File: src/rtl/setup_deser.sv
// -----------------------------------------------------------------------------
// setup_deser
//   Serial configuration receiver for the FP adder setup path. Deserialises
//   MSB-first framed bitstreams, extracts one field from each complete frame
//   and commits it atomically to a shadowed parallel output. Framing errors
//   (short frame, overrun past the end of a frame) raise a sticky error flag.
//
// Parameters
//   FRAME_LEN  bits per frame (>= 2)
//   FIELD_LSB  frame-word bit index of the field LSB (first received bit is
//              frame-word bit FRAME_LEN-1)
//   FIELD_W    field width; FIELD_LSB + FIELD_W must not exceed FRAME_LEN
//   RST_VAL    reset/default value of parallel_out
//
// Ports
//   clk_in        in   1        clock, rising edge
//   rst_n_in      in   1        asynchronous active-low reset
//   serial_in     in   1        serial data, sampled when en_in=1
//   en_in         in   1        bit-valid qualifier
//   sof_in        in   1        start of frame, qualified by en_in
//   parallel_out  out  FIELD_W  committed field, changes only on commit
//   done_out      out  1        one-cycle pulse in the cycle after a commit
//   busy_out      out  1        high while a frame is being shifted in
//   err_out       out  1        sticky framing error, cleared by accepted sof
// -----------------------------------------------------------------------------
module setup_deser #(
  parameter int               FRAME_LEN = 32,
  parameter int               FIELD_LSB = 0,
  parameter int               FIELD_W   = 8,
  parameter logic [FIELD_W-1:0] RST_VAL = '0
) (
  input  logic               clk_in,
  input  logic               rst_n_in,
  input  logic               serial_in,
  input  logic               en_in,
  input  logic               sof_in,
  output logic [FIELD_W-1:0] parallel_out,
  output logic               done_out,
  output logic               busy_out,
  output logic               err_out
);

  // Parameter sanity: reject impossible geometries at elaboration.
  if (FRAME_LEN < 2) begin : g_bad_frame_len
    $error("setup_deser: FRAME_LEN must be at least 2");
  end
  if (FIELD_W < 1 || FIELD_LSB < 0 || FIELD_LSB + FIELD_W > FRAME_LEN) begin : g_bad_field
    $error("setup_deser: field does not fit inside the frame");
  end

  localparam int CNT_W = $clog2(FRAME_LEN);
  // Only FRAME_LEN-1 history bits are kept: the final bit of a frame is taken
  // straight from serial_in on the commit edge.
  localparam int SR_W  = FRAME_LEN - 1;
  localparam logic [CNT_W-1:0] LAST_CNT = CNT_W'(FRAME_LEN - 1);
  localparam logic [CNT_W-1:0] ONE_CNT  = CNT_W'(1);

  typedef enum logic [1:0] {
    IDLE  = 2'd0,
    SHIFT = 2'd1,
    HOLD  = 2'd2
  } state_t;

  state_t             state_q;
  logic [CNT_W-1:0]   cnt_q;
  logic [SR_W-1:0]    sr_q;
  logic [FIELD_W-1:0] par_q;
  logic               done_q;
  logic               busy_q;
  logic               err_q;

  // Frame word as it would look with the current serial bit shifted in.
  logic [FRAME_LEN-1:0] word_d;
  logic [SR_W-1:0]      sr_d;
  logic [SR_W-1:0]      sr_start_d;
  logic [FIELD_W-1:0]   field_d;

  assign word_d     = {sr_q, serial_in};
  assign sr_d       = word_d[SR_W-1:0];
  assign sr_start_d = SR_W'(serial_in);
  // Shift-then-truncate selects word_d[FIELD_LSB +: FIELD_W].
  assign field_d    = FIELD_W'(word_d >> FIELD_LSB);

  always_ff @(posedge clk_in or negedge rst_n_in) begin
    if (!rst_n_in) begin
      state_q <= IDLE;
      cnt_q   <= '0;
      sr_q    <= '0;
      par_q   <= RST_VAL;
      done_q  <= 1'b0;
      busy_q  <= 1'b0;
      err_q   <= 1'b0;
    end else begin
      done_q <= 1'b0;
      if (en_in) begin
        case (state_q)
          IDLE: begin
            // Bits without a start of frame are ignored while idle.
            if (sof_in) begin
              sr_q    <= sr_start_d;
              cnt_q   <= ONE_CNT;
              err_q   <= 1'b0;
              state_q <= SHIFT;
              busy_q  <= 1'b1;
            end
          end
          SHIFT: begin
            if (sof_in) begin
              // Short frame: flag it and restart with this bit as bit 0.
              sr_q  <= sr_start_d;
              cnt_q <= ONE_CNT;
              err_q <= 1'b1;
            end else if (cnt_q == LAST_CNT) begin
              // Final bit: commit on this very edge.
              sr_q    <= sr_d;
              cnt_q   <= '0;
              par_q   <= field_d;
              done_q  <= 1'b1;
              state_q <= HOLD;
              busy_q  <= 1'b0;
            end else begin
              sr_q  <= sr_d;
              cnt_q <= cnt_q + ONE_CNT;
            end
          end
          HOLD: begin
            if (sof_in) begin
              // Back-to-back frame, no dead cycle required.
              sr_q    <= sr_start_d;
              cnt_q   <= ONE_CNT;
              err_q   <= 1'b0;
              state_q <= SHIFT;
              busy_q  <= 1'b1;
            end else begin
              // Overrun: extra bit after a complete frame is discarded.
              err_q <= 1'b1;
            end
          end
          default: begin
            state_q <= IDLE;
            cnt_q   <= '0;
            busy_q  <= 1'b0;
          end
        endcase
      end else if (state_q == HOLD) begin
        // A gap after the final bit closes the frame cleanly.
        state_q <= IDLE;
      end
    end
  end

  assign parallel_out = par_q;
  assign done_out     = done_q;
  assign busy_out     = busy_q;
  assign err_out      = err_q;

endmodule

File: config.mk
export PLATFORM = sky130hd
export DESIGN_NAME = setup_deser
export DESIGN_NICKNAME = d
export VERILOG_FILES = /design/src/rtl/setup_deser.sv
export SDC_FILE = /design/constraint.sdc
export NUM_CORES = 1
export LEC_CHECK = 0
export ABC_AREA = 1
export CORE_MARGIN = 5
export CORE_UTILIZATION = 46
export CTS_CLUSTER_DIAMETER = 60
export CTS_CLUSTER_SIZE = 30
export DETAILED_ROUTE_END_ITERATION = 10
export PLACE_DENSITY_LB_ADDON = 0.05
export RECOVER_POWER = 50
export SYNTH_ARGS = -nofsm -noshare
export SYNTH_HDL_FRONTEND = slang
export SYNTH_SLANG_ARGS = --single-unit
File: constraint.sdc
create_clock -name clk_in -period 3.93 [get_ports clk_in]
set_input_delay 0.9825 -clock clk_in [delete_from_list [all_inputs] [get_ports clk_in]]
set_output_delay 0.9825 -clock clk_in [all_outputs]
set_load 0.01 [all_outputs]
==> summary.md <==
| Metric | Value |
|---|---|
| Result of the run | `completed` |
| Core region area | `0.002500 mm2` |
| Worst-case reg-to-reg path depth | `8` |
| Most common library cell in the layout ignoring fill and taps | `sky130_fd_sc_hd__nand2_1` |
| Peak ir drop on the vdd network | `0.3232 mV` |
| Total number of vias | `931` |
| Dpl ws | `1.544 ns` |
| Count of buffer and inverter cells on the critical path | `2` |
| Row count | `18` |
| TritonCTS clock tree | `built` |
| Hold Violations, Final | `0` |
| CTS clk-pin slew, worst paths | `0.12 ns` |
| WL per Instance | `10.87 um` |
| DRT iter0 DRCs | `37` |
| Critical Path End Type | `asynchronous set/reset pin` |
| Max capacitance violation total | `0` |
| CP cell instances | `dlygate4sd3_1 > clkbuf_1` |
| Layout fillers | `236` |
| Number of antenna repair diodes | `0` |
| Vias in the first global route | `901` |
| Final setup fails | `0` |
| # nets final | `178` |
| Buffer cell driving the clock tree root | `sky130_fd_sc_hd__clkbuf_4` |
| Width of the chip | `61.53 um` |
| Number of clock sinks | `25` |
| DRC | `0` |
| P&R area growth vs syn | `16.50%` |
| Final std cell area, no fill | `0.001423 mm2` |
| Sum of net half-perimeters after detailed placement | `1.658 mm` |
| Router iterations before antenna repair | `4` |
| Required arrival time at the worst endpoint | `4.16 ns` |
| Worst max-slew margin expressed relative to the limit | `14.16%` |
| Crit. path cell count | `2` |
| Number of synthesized flops with an enable pin | `0` |
| Max Clock Skew | `0.001408 ns` |
| Footprint of the multi-input gates | `529.3 um2` |
| Average cell area after synthesis | `8.364 um2` |
| Largest fanout on the critical path | `25` |
| Post-Syn Instances | `146` |
| Arrival time reported for the critical path endpoint | `2.45 ns` |
| Post-cts resize count | `0` |
| Post-Syn Area | `0.001221 mm2` |
| Post-synth top flop | `sky130_fd_sc_hd__dfrtp_1` |
| Routed WL | `2.119 mm` |
| Buffers inserted by post-CTS timing repair | `0` |
| Number of buffers created by CTS | `3` |
| Vertical extent of the die | `61.53 um` |
| Sequential cell area | `625.6 um2` |
| Setup TNS | `0 ns` |
| Final critical-path share of the clock period | `56.28%` |
| Yosys synthesis warning count | `0` |
| Cell type of the slowest stage on the worst timing path | `sky130_fd_sc_hd__clkbuf_1` |
| Post-cts hold buffer count | `0` |
| Unique cell type count in the Yosys netlist | `19` |
| Wire length of the first global-routing pass | `3.843 mm` |
| Highest Clock Rate | `452.2 MHz` |
| Sequential fraction of the synthesis area | `51.23%` |
| Lkg Pwr | `0.7377 nW` |
| Final worst slack | `1.718 ns` |
| Number of slew-limit violations in the final report | `0` |
| CP Class | `input pin to asynchronous set/reset pin` |
| Setup repair after global routing missed its margin | `no` |
| Initial antenna violation count | `0` |
| Power per cell area | `468.3 mW/mm2` |
| Leading area contributor after synthesis | `sky130_fd_sc_hd__dfrtp_1` |
| Most frequent cells in the layout | `sky130_fd_sc_hd__nand2_1, sky130_fd_sc_hd__dfrtp_1, sky130_fd_sc_hd__inv_1, sky130_fd_sc_hd__clkdlybuf4s50_1, sky130_fd_sc_hd__o21ai_0` |
| Share of flip-flops with an asynchronous set or reset | `100.0%` |
| Classification of the worst-slack hold path | `flop to flop` |
| Actual transition at the worst max-transition pin | `1.288 ns` |
| Count of pins on the block boundary | `16` |
| Worst-case clock buffer depth | `2` |
| Number of port buffers | `15` |
| Largest net degree at the start of global routing | `26` |
| CP startpoint kind | `input pin` |
| Source-to-sink clock delay at the later pin of the worst-skew pair | `0.30 ns` |
| Share of cells above drive strength 1 | `6.667%` |
| Shortest period the worst path allows | `2.212 ns` |
| Hold Path Depth | `2` |
| Top cells by area in the synthesized netlist | `sky130_fd_sc_hd__dfrtp_1, sky130_fd_sc_hd__nand2_1, sky130_fd_sc_hd__ha_1` |
| Htree depth | `1` |
| Post-detailed-route count of antenna-violating nets | `0` |
| Proportion of netlist area held by the largest area contributor | `51.23%` |
| Crit path max-delay family | `buffers and inverters` |
| Longest individual stage delay on the worst path | `0.94 ns` |
| Placement Cell Area | `0.001405 mm2` |
| GPL Wtd Cong | `0.8460` |
| Count of state elements after synthesis | `25` |
| Area of the die | `0.003785 mm2` |
| Number of vias per cell after detailed routing | `4.774` |
| Total nets after synthesis | `158` |
| Starting density of the core | `48.85%` |
| Overflow left after global routing | `0` |
| Overall fraction of global-route tracks in use | `13.81%` |
==> flip-flops by register name, indices dropped and copies added (netlist names) <==
signal / cells
cnt_q: 5
state_q: 2
done_out: 1
parallel_out: 8
err_out: 1
busy_out: 1
sr_q: 7
==> report_power, final <==
| group | internal [mW] | leakage, nW | switching [mW] |
|---|---|---|---|
| combinational | 0.0861 | 0.383 | 0.141 |
| sequential | 0.293 | 0.340 | 0.0363 |
| clock | 0.0396 | 0.0150 | 0.0699 |
==> synth_stat cells, types with 3 or more instances <==
cell                       n
sky130_fd_sc_hd__inv_1    11
sky130_fd_sc_hd__dfrtp_1  25
sky130_fd_sc_hd__o21ai_2   3
sky130_fd_sc_hd__nor2_1    7
sky130_fd_sc_hd__nand3_1   3
sky130_fd_sc_hd__ha_1      7
sky130_fd_sc_hd__o21ai_0  10
sky130_fd_sc_hd__nand2_1  69
==> area by class of cell <==
cell class                 instances  area share, %
multi-input combinational        107          37.20
sequential                        25          43.98
clock buffer                       4          1.847
inverter                          13          3.518
timing repair buffer              16          10.82
tap                               30          2.639
==> through the flow <==
stage / hold slack, ns / utilization, % / instances / power (mW)
after floorplan: 0.4422 / - / 146 / 0.5008
after global placement: 0.4619 / 56.21 / 191 / 0.5589
after detailed placement: 0.4641 / 56.21 / 191 / 0.5676
after CTS: 0.4978 / 57.26 / 195 / 0.6812
after global routing: 0.5212 / 56.91 / 195 / 0.7284
final: 0.4914 / 56.91 / 195 / 0.6662
==> worst min-delay path, cell delays in order, from the launching register on <==
cell	delay (ns)
sky130_fd_sc_hd__dfrtp_1	0.37
sky130_fd_sc_hd__nand2_1	0.05
sky130_fd_sc_hd__nand2_1	0.05
==> path summary, 6_finish.rpt <==
path,from,to,slack (ns)
max in group clk_in,err_out,err_out,1.73
setup reg to reg,cnt_q[0],parallel_out[2],2.14
setup / recovery,rst_n_in,cnt_q[1],1.72
min in group asynchronous,rst_n_in,done_out,1.46
hold / removal,parallel_out[6],parallel_out[6],0.49
hold reg to reg,parallel_out[6],parallel_out[6],0.49
==> kinds of logic (layout without fill, tap and decap cells) <==
group	after synthesis	count (layout)	synth area share, %
AOI/OAI and AO/OA	13	13	6.251
buffers and inverters	14	33	5.020
DFF	25	25	51.23
adders and majority gates	7	7	7.172
and+or+nand+nor	86	86	29.61
xor gates and xnor gates	1	1	0.7173
==> metal layers <==
metal  track usage (%)  wire, um
met1             16.88       952
met2             23.47      1075
met3             2.516        74
met4             6.364        16
met5                 0         0
Power figures use the tool's default switching activity.
